## src/rtl/uart_prog_loader_pkg.sv

```systemverilog
// Shared encodings for the UART program loader: FSM states, command bytes
// and the byte/word geometry of assembled instructions.
package uart_prog_loader_pkg;

    localparam int NB_DATA        = 8;
    localparam int NB_WORD        = 32;
    localparam int NB_STATE       = 3;
    localparam int BYTES_PER_WORD = NB_WORD / NB_DATA;
    localparam int BYTE_CNT_W     = $clog2(BYTES_PER_WORD);

    localparam logic [NB_DATA-1:0] CMD_LOAD = 8'h4C;
    localparam logic [NB_DATA-1:0] CMD_RUN  = 8'h52;
    localparam logic [NB_DATA-1:0] CMD_HALT = 8'h48;
    localparam logic [NB_DATA-1:0] CMD_STEP = 8'h53;

    typedef enum logic [NB_STATE-1:0] {
        ST_IDLE  = 3'b001,
        ST_COUNT = 3'b010,
        ST_DATA  = 3'b100
    } state_t;

endpackage

```

## src/rtl/uart_prog_loader_if.sv

```systemverilog
// Byte stream in from the UART receiver, instruction-memory writes and core
// control out. The loader sits on the slave side.
interface uart_prog_loader_if
    import uart_prog_loader_pkg::*;
#(
    parameter int NB_ADDR = 8
) ();

    logic               rx_done_tick_i;
    logic [NB_DATA-1:0] rx_data_i;
    logic               imem_we_o;
    logic [NB_ADDR-1:0] imem_addr_o;
    logic [NB_WORD-1:0] imem_data_o;
    logic               loading_o;
    logic               load_done_o;
    logic               run_o;
    logic               step_o;
    logic               cmd_err_o;

    modport slave (
        input  rx_done_tick_i, rx_data_i,
        output imem_we_o, imem_addr_o, imem_data_o,
        output loading_o, load_done_o, run_o, step_o, cmd_err_o
    );

    modport master (
        output rx_done_tick_i, rx_data_i,
        input  imem_we_o, imem_addr_o, imem_data_o,
        input  loading_o, load_done_o, run_o, step_o, cmd_err_o
    );

endinterface

```

## src/rtl/uart_byte_timeout.sv

```systemverilog
// Inter-byte idle counter: counts enabled cycles since the last clear and
// saturates, flagging expiry once TIMEOUT_CYCLES-1 idle cycles have elapsed.
module uart_byte_timeout #(
    parameter int TIMEOUT_CYCLES = 1000000,
    localparam int NB_CNT = (TIMEOUT_CYCLES > 1) ? $clog2(TIMEOUT_CYCLES) : 1
) (
    input  logic clock,
    input  logic reset_i,
    input  logic clear_i,
    input  logic enable_i,
    output logic expired_o
);

    logic [NB_CNT-1:0] cnt_q, cnt_d;

    // Expired means the current cycle is the last allowed idle one; the caller
    // aborts only if no byte shows up in it.
    assign expired_o = (cnt_q == NB_CNT'(TIMEOUT_CYCLES - 1));

    always_comb begin
        cnt_d = cnt_q;
        if (clear_i) begin
            cnt_d = '0;
        end else if (enable_i && !expired_o) begin
            cnt_d = cnt_q + NB_CNT'(1);
        end
    end

    // NOTE: state registers use non-blocking assignments so every flop samples
    // the pre-edge values regardless of statement order.
    always_ff @(posedge clock or posedge reset_i) begin
        if (reset_i) begin
            cnt_q <= '0;
        end else begin
            cnt_q <= cnt_d;
        end
    end

endmodule

```

## src/rtl/uart_prog_loader.sv

```systemverilog
// Command decoder behind the UART receiver: LOAD assembles big-endian words
// into instruction memory from address 0; RUN/HALT/STEP drive the core.
module uart_prog_loader
    import uart_prog_loader_pkg::*;
#(
    parameter int NB_ADDR        = 8,
    parameter int TIMEOUT_CYCLES = 1000000
) (
    input  logic               clock,
    input  logic               reset_i,
    uart_prog_loader_if.slave  bus
);

    state_t                 state_q, state_d;
    logic                   run_q, run_d;
    logic                   step_q, step_d;
    logic                   err_q, err_d;
    logic                   done_q, done_d;
    logic                   we_q, we_d;
    logic [NB_ADDR-1:0]     addr_q, addr_d;
    logic [NB_WORD-1:0]     data_q, data_d;
    logic [NB_ADDR-1:0]     widx_q, widx_d;
    logic [BYTE_CNT_W-1:0]  bcnt_q, bcnt_d;
    logic [NB_WORD-1:0]     word_q, word_d;
    logic [NB_DATA-1:0]     nwords_q, nwords_d;

    logic                   rx_tick;
    logic [NB_DATA-1:0]     rx_byte;
    logic                   tmo_expired;
    logic                   timeout;
    logic                   last_word;
    logic [NB_WORD-1:0]     shifted;

    assign rx_tick = bus.rx_done_tick_i;
    assign rx_byte = bus.rx_data_i;

    uart_byte_timeout #(
        .TIMEOUT_CYCLES (TIMEOUT_CYCLES)
    ) u_timeout (
        .clock     (clock),
        .reset_i   (reset_i),
        .clear_i   (rx_tick || (state_q == ST_IDLE)),
        .enable_i  (state_q != ST_IDLE),
        .expired_o (tmo_expired)
    );

    // A byte landing on the expiry cycle wins over the abort.
    assign timeout   = tmo_expired && (state_q != ST_IDLE) && !rx_tick;
    assign shifted   = {word_q[NB_WORD-NB_DATA-1:0], rx_byte};
    assign last_word = (widx_q == NB_ADDR'(nwords_q - NB_DATA'(1)));

    // NOTE: every _d gets a default before any branch, so no path leaves a
    // signal unassigned and no latch is inferred.
    always_comb begin
        state_d  = state_q;
        run_d    = run_q;
        addr_d   = addr_q;
        data_d   = data_q;
        widx_d   = widx_q;
        bcnt_d   = bcnt_q;
        word_d   = word_q;
        nwords_d = nwords_q;
        step_d   = 1'b0;
        err_d    = 1'b0;
        done_d   = 1'b0;
        we_d     = 1'b0;

        if (timeout) begin
            state_d = ST_IDLE;
            err_d   = 1'b1;
            word_d  = '0;
            bcnt_d  = '0;
        end else if (rx_tick) begin
            case (state_q)
                ST_IDLE: begin
                    case (rx_byte)
                        CMD_LOAD: begin
                            if (run_q) err_d = 1'b1;
                            else       state_d = ST_COUNT;
                        end
                        CMD_RUN:  run_d = 1'b1;
                        CMD_HALT: run_d = 1'b0;
                        CMD_STEP: begin
                            if (run_q) err_d  = 1'b1;
                            else       step_d = 1'b1;
                        end
                        default:  err_d = 1'b1;
                    endcase
                end

                ST_COUNT: begin
                    if (rx_byte == '0) begin
                        done_d  = 1'b1;
                        state_d = ST_IDLE;
                    end else begin
                        nwords_d = rx_byte;
                        widx_d   = '0;
                        bcnt_d   = '0;
                        word_d   = '0;
                        state_d  = ST_DATA;
                    end
                end

                ST_DATA: begin
                    word_d = shifted;
                    if (bcnt_q == BYTE_CNT_W'(BYTES_PER_WORD - 1)) begin
                        we_d   = 1'b1;
                        addr_d = widx_q;
                        data_d = shifted;
                        widx_d = widx_q + NB_ADDR'(1);
                        bcnt_d = '0;
                        if (last_word) begin
                            done_d  = 1'b1;
                            state_d = ST_IDLE;
                        end
                    end else begin
                        bcnt_d = bcnt_q + BYTE_CNT_W'(1);
                    end
                end

                default: state_d = ST_IDLE;
            endcase
        end
    end

    always_ff @(posedge clock or posedge reset_i) begin
        if (reset_i) begin
            state_q  <= ST_IDLE;
            run_q    <= 1'b0;
            step_q   <= 1'b0;
            err_q    <= 1'b0;
            done_q   <= 1'b0;
            we_q     <= 1'b0;
            addr_q   <= '0;
            data_q   <= '0;
            widx_q   <= '0;
            bcnt_q   <= '0;
            word_q   <= '0;
            nwords_q <= '0;
        end else begin
            state_q  <= state_d;
            run_q    <= run_d;
            step_q   <= step_d;
            err_q    <= err_d;
            done_q   <= done_d;
            we_q     <= we_d;
            addr_q   <= addr_d;
            data_q   <= data_d;
            widx_q   <= widx_d;
            bcnt_q   <= bcnt_d;
            word_q   <= word_d;
            nwords_q <= nwords_d;
        end
    end

    assign bus.imem_we_o   = we_q;
    assign bus.imem_addr_o = addr_q;
    assign bus.imem_data_o = data_q;
    assign bus.loading_o   = (state_q != ST_IDLE);
    assign bus.load_done_o = done_q;
    assign bus.run_o       = run_q;
    assign bus.step_o      = step_q;
    assign bus.cmd_err_o   = err_q;

endmodule

```

## src/flat_wrapper.sv

```systemverilog
// flat-port wrapper written by rule: the top's interface ports become plain ports
module uart_prog_loader_flat import uart_prog_loader_pkg::*;
#(
    parameter int NB_ADDR        = 8,
    parameter int TIMEOUT_CYCLES = 1000000
)
  (clock, reset_i, bus_rx_done_tick_i, bus_rx_data_i, bus_imem_we_o, bus_imem_addr_o, bus_imem_data_o, bus_loading_o, bus_load_done_o, bus_run_o, bus_step_o, bus_cmd_err_o);
  uart_prog_loader_if #(.NB_ADDR(NB_ADDR)) bus_i ();
  input  logic clock;
  input  logic reset_i;
  input wire logic [$bits(bus_i.rx_done_tick_i)-1:0] bus_rx_done_tick_i;
  input wire logic [$bits(bus_i.rx_data_i)-1:0] bus_rx_data_i;
  output wire logic [$bits(bus_i.imem_we_o)-1:0] bus_imem_we_o;
  output wire logic [$bits(bus_i.imem_addr_o)-1:0] bus_imem_addr_o;
  output wire logic [$bits(bus_i.imem_data_o)-1:0] bus_imem_data_o;
  output wire logic [$bits(bus_i.loading_o)-1:0] bus_loading_o;
  output wire logic [$bits(bus_i.load_done_o)-1:0] bus_load_done_o;
  output wire logic [$bits(bus_i.run_o)-1:0] bus_run_o;
  output wire logic [$bits(bus_i.step_o)-1:0] bus_step_o;
  output wire logic [$bits(bus_i.cmd_err_o)-1:0] bus_cmd_err_o;
  assign bus_i.rx_done_tick_i = bus_rx_done_tick_i;
  assign bus_i.rx_data_i = bus_rx_data_i;
  assign bus_imem_we_o = bus_i.imem_we_o;
  assign bus_imem_addr_o = bus_i.imem_addr_o;
  assign bus_imem_data_o = bus_i.imem_data_o;
  assign bus_loading_o = bus_i.loading_o;
  assign bus_load_done_o = bus_i.load_done_o;
  assign bus_run_o = bus_i.run_o;
  assign bus_step_o = bus_i.step_o;
  assign bus_cmd_err_o = bus_i.cmd_err_o;
  uart_prog_loader #(.NB_ADDR(NB_ADDR), .TIMEOUT_CYCLES(TIMEOUT_CYCLES)) u_core (.clock(clock), .reset_i(reset_i), .bus(bus_i));
endmodule
```

## config.mk

```make
export PLATFORM = sky130hd
export DESIGN_NAME = uart_prog_loader_flat
export DESIGN_NICKNAME = d
export VERILOG_FILES = /design/src/rtl/uart_prog_loader_pkg.sv /design/src/rtl/uart_prog_loader_if.sv /design/src/rtl/uart_byte_timeout.sv /design/src/rtl/uart_prog_loader.sv /design/src/flat_wrapper.sv
export SDC_FILE = /design/constraint.sdc
export NUM_CORES = 1
export LEC_CHECK = 0
export ABC_AREA = 1
export CAP_MARGIN = 10
export CORE_ASPECT_RATIO = 0.8
export CORE_MARGIN = 4
export CORE_UTILIZATION = 24
export DETAILED_ROUTE_END_ITERATION = 8
export PLACE_DENSITY = 0.37
export SLEW_MARGIN = 25
export SYNTH_ARGS = -nofsm -noshare
export SYNTH_HDL_FRONTEND = slang
export SYNTH_SLANG_ARGS = --single-unit
```

## constraint.sdc

```tcl
create_clock -name clock -period 10.54 [get_ports clock]
set_clock_uncertainty 0.15 [all_clocks]
set_input_delay 1.054 -clock clock [delete_from_list [all_inputs] [get_ports clock]]
set_output_delay 1.054 -clock clock [all_outputs]
set_load 0.05 [all_outputs]
```

* Word-level counts from Yosys, hierarchy flattened
Index checks and enable logic that the tools add are counted.
** Storage, ports and cells
- Register bits :: 110
- Bits of input ports :: 11
- Logic and storage cells :: 100
** Operators by class
- $add $sub $neg :: 4
- Equality and inequality tests :: 18
- Mux-type cells :: 43
- Bitwise gates (word level) :: 2
- Reductions and logical operators :: 20
** Operators with widths (number)
- $mux W24 :: 3
- $pmux W24 S2 :: 1
- $mux W20 :: 2
- $eq A8 B7 Y1 const B :: 4
- $mux W3 :: 7
- $add A20 B1 Y20 const B :: 1
- $eq A20 B20 Y1 const B :: 1
- $mux W1 :: 18
- $mux W8 :: 2
- $pmux W8 S2 :: 1
- $reduce_and A4 Y1 :: 3
- $reduce_and A5 Y1 :: 2
- $ne A3 B1 Y1 const B :: 3
- $pmux W3 S3 :: 1
- $add A8 B1 Y8 const B :: 1
- $eq A8 B8 Y1 :: 1
- $logic_not A8 Y1 :: 1
- $mux W2 :: 4
- $reduce_bool A2 Y1 :: 4
- $sub A8 B1 Y8 const B :: 1
- $ne A3 B2 Y1 const B :: 2
- $pmux W1 S2 :: 3
- $pmux W2 S2 :: 1
- $reduce_or A2 Y1 :: 2
- 14 further kinds :: 18

* Depth between registers and ports, before layout
- Word-level depth :: 7
- Mapped depth :: 14
- Gate-level depth less buffers :: 14

* Modules after synthesis
A second synthesis with hierarchy kept.
** Second synthesis, totals
- Cell total of the unflattened synthesis :: 643
- Area total of the unflattened synthesis :: 5395.2 um^2
** By module, submodules not included
- uart_prog_loader :: instances 1, cells each 442, area an instance 3992.6 um^2, seq. area each 2253.4 um^2
- uart_byte_timeout :: instances 1, cells each 201, area an instance 1402.6 um^2, seq. area each 500.5 um^2

* Least setup slack after synthesis
OpenSTA, ideal clock, no wires.
- Kind :: register to output
- Start point :: register u_core.state_q[0]
- End point :: output port bus_loading_o
- Data arrival time :: 1.047 ns
- Slack :: 8.289 ns
- Stages on the path, launching flop included :: 2
- Buffers on the path :: 0
- Cell sequence :: dfstp_2 nand3_1
** On the way
- Word-level cells in the longest chain between the ends :: 1
** Ends and longest elaborated chain
- start: declaration :: RTL line uart_prog_loader.sv:14 : state_t state_q, state_d;
- start signal: assignment :: RTL line uart_prog_loader.sv:141 : state_q <= state_d;
- $ne A3 B1 Y1 :: RTL line uart_prog_loader.sv:159 : assign bus.loading_o = (state_q != ST_IDLE);
- end: declaration :: RTL line flat_wrapper.sv:16 : output wire logic [$bits(bus_i.loading_o)-1:0] bus_loading_o;
Every way passes these cells.

* Worst setup path after layout
- Start point :: register u_core.state_q[2]
- End point :: output port bus_loading_o
Same word-level chain as after synthesis.

==> qor.txt <==
Layout Nets: 655
PwrDens: 223 nW/um^2
N_diodes: 0
DR vias: 3972
Synth area leader: dfrtp_1
Max Slew Vio Count: 0
Syn Std Cell Area: 5060 um^2
Status: finished clean
Total routing usage reported by global routing: 12.0%
Max-cap violation count: 0
Critical path arrival: 2.08 ns
Die Width: 170 um
Placer Congestion: 0.782
TNS Setup: 0 ns
CTS tree: yes
Row cnt: 47
DP HPWL: 9590 um
Routed Antenna Nets: 0
P_leak: 2.81 nW
Worst-path clk slew: 0.08 ns
Layout Cells excl Fill: 914
Num CTS Buffers: 9
First-pass GRT wire length: 21900 um
Grt ovf: 0
Crit. End Element: output pin
Post-cts sizing count: 0
Reg2Reg Setup Slack: 7.96 ns
Core area: 20700 um^2
CTS sink cnt: 110
Synth Register Bits: 110
Top cells by area, synth: dfrtp_1, nand2_1, inv_1, o21ai_0, o22ai_1
Async S/R FF share, synth: 100%
Number of global-route vias before repair: 3969
Synth top area share: 53.9%
Gate Count Post-Synth: 588
R2R cell count: 8
IO Pins: 57
YS warnings: 0
Post-synth top cells: nand2_1, dfrtp_1, inv_1, o21ai_0, nor2_1
Most frequent cell after synthesis: nand2_1
Syn_area_per_cell: 8.60 um^2
Share of layout cells above drive strength 1: 6.05%
Starting density of the core: 24.4%
Post-Syn Nets: 603
RSZ-0062 raised after global routing: no
Slew headroom: 52.2%
Wirelength per Cell: 14.6 um
Initial antenna violation count: 0
Critical Path Fanout Max: 7
DR pass1 iterations: 4
Yosys cell types: 36
Postcts setup bufs: 0
Max VDD drop: 0.0732 mV
Total power: 1.38 mW
Hold Path Class: flip-flop to flip-flop
WS Path Type: flip-flop to output pin
Achievable clock frequency: 0.304 GHz
Clock tree buffer depth: 2
Number of port buffers: 56
Vias per cell: 4.35
Die H: 138 um
Post-cts hold buffer count: 0
Final Setup Violations: 0
Seq/Total Area, Yosys: 54.5%
Die area: 23500 um^2
Largest net degree at the start of global routing: 79
Iteration-0 DRC count of the detailed router: 276
Worst skew pair latency: 0.36 ns
Period Utilization, post-route: 31.2%
DRC: 0
Worst-margin pin slew: 0.711 ns
CP required: 9.34 ns
Hold path cells: 2
Clk root buf: clkbuf_16
Final Critical Period: 3.29 ns
Post-synth EDFFs: 0
Critical Path Start Type: flip-flop
Final hold viol count: 0
Placed insts: 898
Area Overhead vs Synth: 22.6%
Layout fillers: 2209
H-tree depth: 3
Synth Flop Type: dfrtp_1
Final Routed Wirelength: 13400 um
==> cells in the final DEF, fill, tap and decap left out, types with 4 or more instances in the layout <==
cell type | synthesis | final
nor3_1 | 8 | 8
nand3_1 | 27 | 27
nand2_2 | 4 | 4
ha_1 | 4 | 4
inv_8 | 0 | 4
o21ai_0 | 47 | 47
clkbuf_16 | 0 | 9
xor2_1 | 7 | 7
nand4_1 | 14 | 14
a31oi_1 | 4 | 4
a21oi_1 | 12 | 12
o21ai_1 | 12 | 12
dfrtp_1 | 109 | 109
o22ai_1 | 25 | 25
nor2_1 | 41 | 41
inv_1 | 84 | 83
clkdlybuf4s50_1 | 0 | 56
nand2_1 | 143 | 143
o31ai_1 | 4 | 4
==> per-stage QoR <==
step	setup WS, ns	hold WS [ns]	cell area (um^2)	utilization, %
detailed placement	7.24	0.312	5870	28.4
global route	7.18	0.359	6200	29.9
finish	7.25	0.326	6200	29.9
floorplan	6.44	0.292	5060	-
global placement	7.28	0.305	5870	28.4
CTS	7.24	0.334	6190	29.9
==> where the power goes <==
group / internal (mW) / total [mW] / switching [mW]
clock: 0.193 / 0.373 / 0.179
sequential: 0.516 / 0.573 / 0.0578
combinational: 0.135 / 0.433 / 0.298
total: 0.845 / 1.38 / 0.535
==> path summary, 6_finish.rpt <==
check | from | endpoint
setup / recovery | u_core.state_q[2] | bus_loading_o
hold / removal | u_core.bus.imem_addr_o[5] | u_core.bus.imem_addr_o[5]
setup reg to reg | u_core.state_q[2] | u_core.bus.imem_data_o[5]
hold reg to reg | u_core.bus.imem_addr_o[5] | u_core.bus.imem_addr_o[5]
max in group asynchronous | reset_i | u_core.word_q[14]
min in group asynchronous | reset_i | u_core.bus.imem_addr_o[0]
==> per-layer routing <==
layer | vias to the layer above | wire (um) | share of wire (%) | GRT usage, %
met3 | 10 | 713 | 5.3 | 3.21
met1 | 1884 | 6870 | 51 | 17.6
met2 | 70 | 5660 | 42 | 17.7
met5 | - | 0 | 0 | 0
li1 | 2008 | - | - | -
met4 | 0 | 133 | 0.99 | 2.35
==> worst max-delay path: stages, from the launching register on <==
cell and delay, ns:
dfrtp_1 0.39, inv_1 0.19, nand3_1 0.33, clkdlybuf4s50_1 0.81
==> registers in the layout (all words and copies together), names as in the netlist <==
| register | flops |
|---|---|
| u_core.bus.cmd_err_o | 1 |
| u_core.bus.imem_we_o | 1 |
| u_core.bus.load_done_o | 1 |
| u_core.word_q | 24 |
| u_core.u_timeout.cnt_q | 20 |
| u_core.widx_q | 8 |
| u_core.nwords_q | 8 |
| u_core.bus.run_o | 1 |
| u_core.state_q | 3 |
| u_core.bus.imem_addr_o | 8 |
| u_core.bcnt_q | 2 |
| u_core.bus.imem_data_o | 32 |
| u_core.bus.step_o | 1 |
==> cell type report <==
cell class,instances,area (um^2),share of cell area (%)
tap,269,337,5.43
sequential,110,2750,44.4
inverter,87,330,5.33
clock buffer,9,225,3.63
multi-input combinational,374,1870,30.2
clock inverter,7,98.8,1.59
timing repair buffer,58,579,9.35
==> cells by family (layout without fill, tap and decap cells) <==
family | after synthesis | after routing | synth area share, %
AND/OR/NAND/NOR | 253 | 253 | 22.6
adder cells (fa/ha/maj) | 4 | 4 | 0.990
AO/OA/AOI/OAI | 107 | 107 | 11.7
multiplexers | 1 | 1 | 0.198
XOR/XNOR | 9 | 9 | 1.56
flip-flops | 110 | 110 | 54.5
buffers and inverters | 104 | 161 | 8.46
Power figures use the tool's default switching activity.
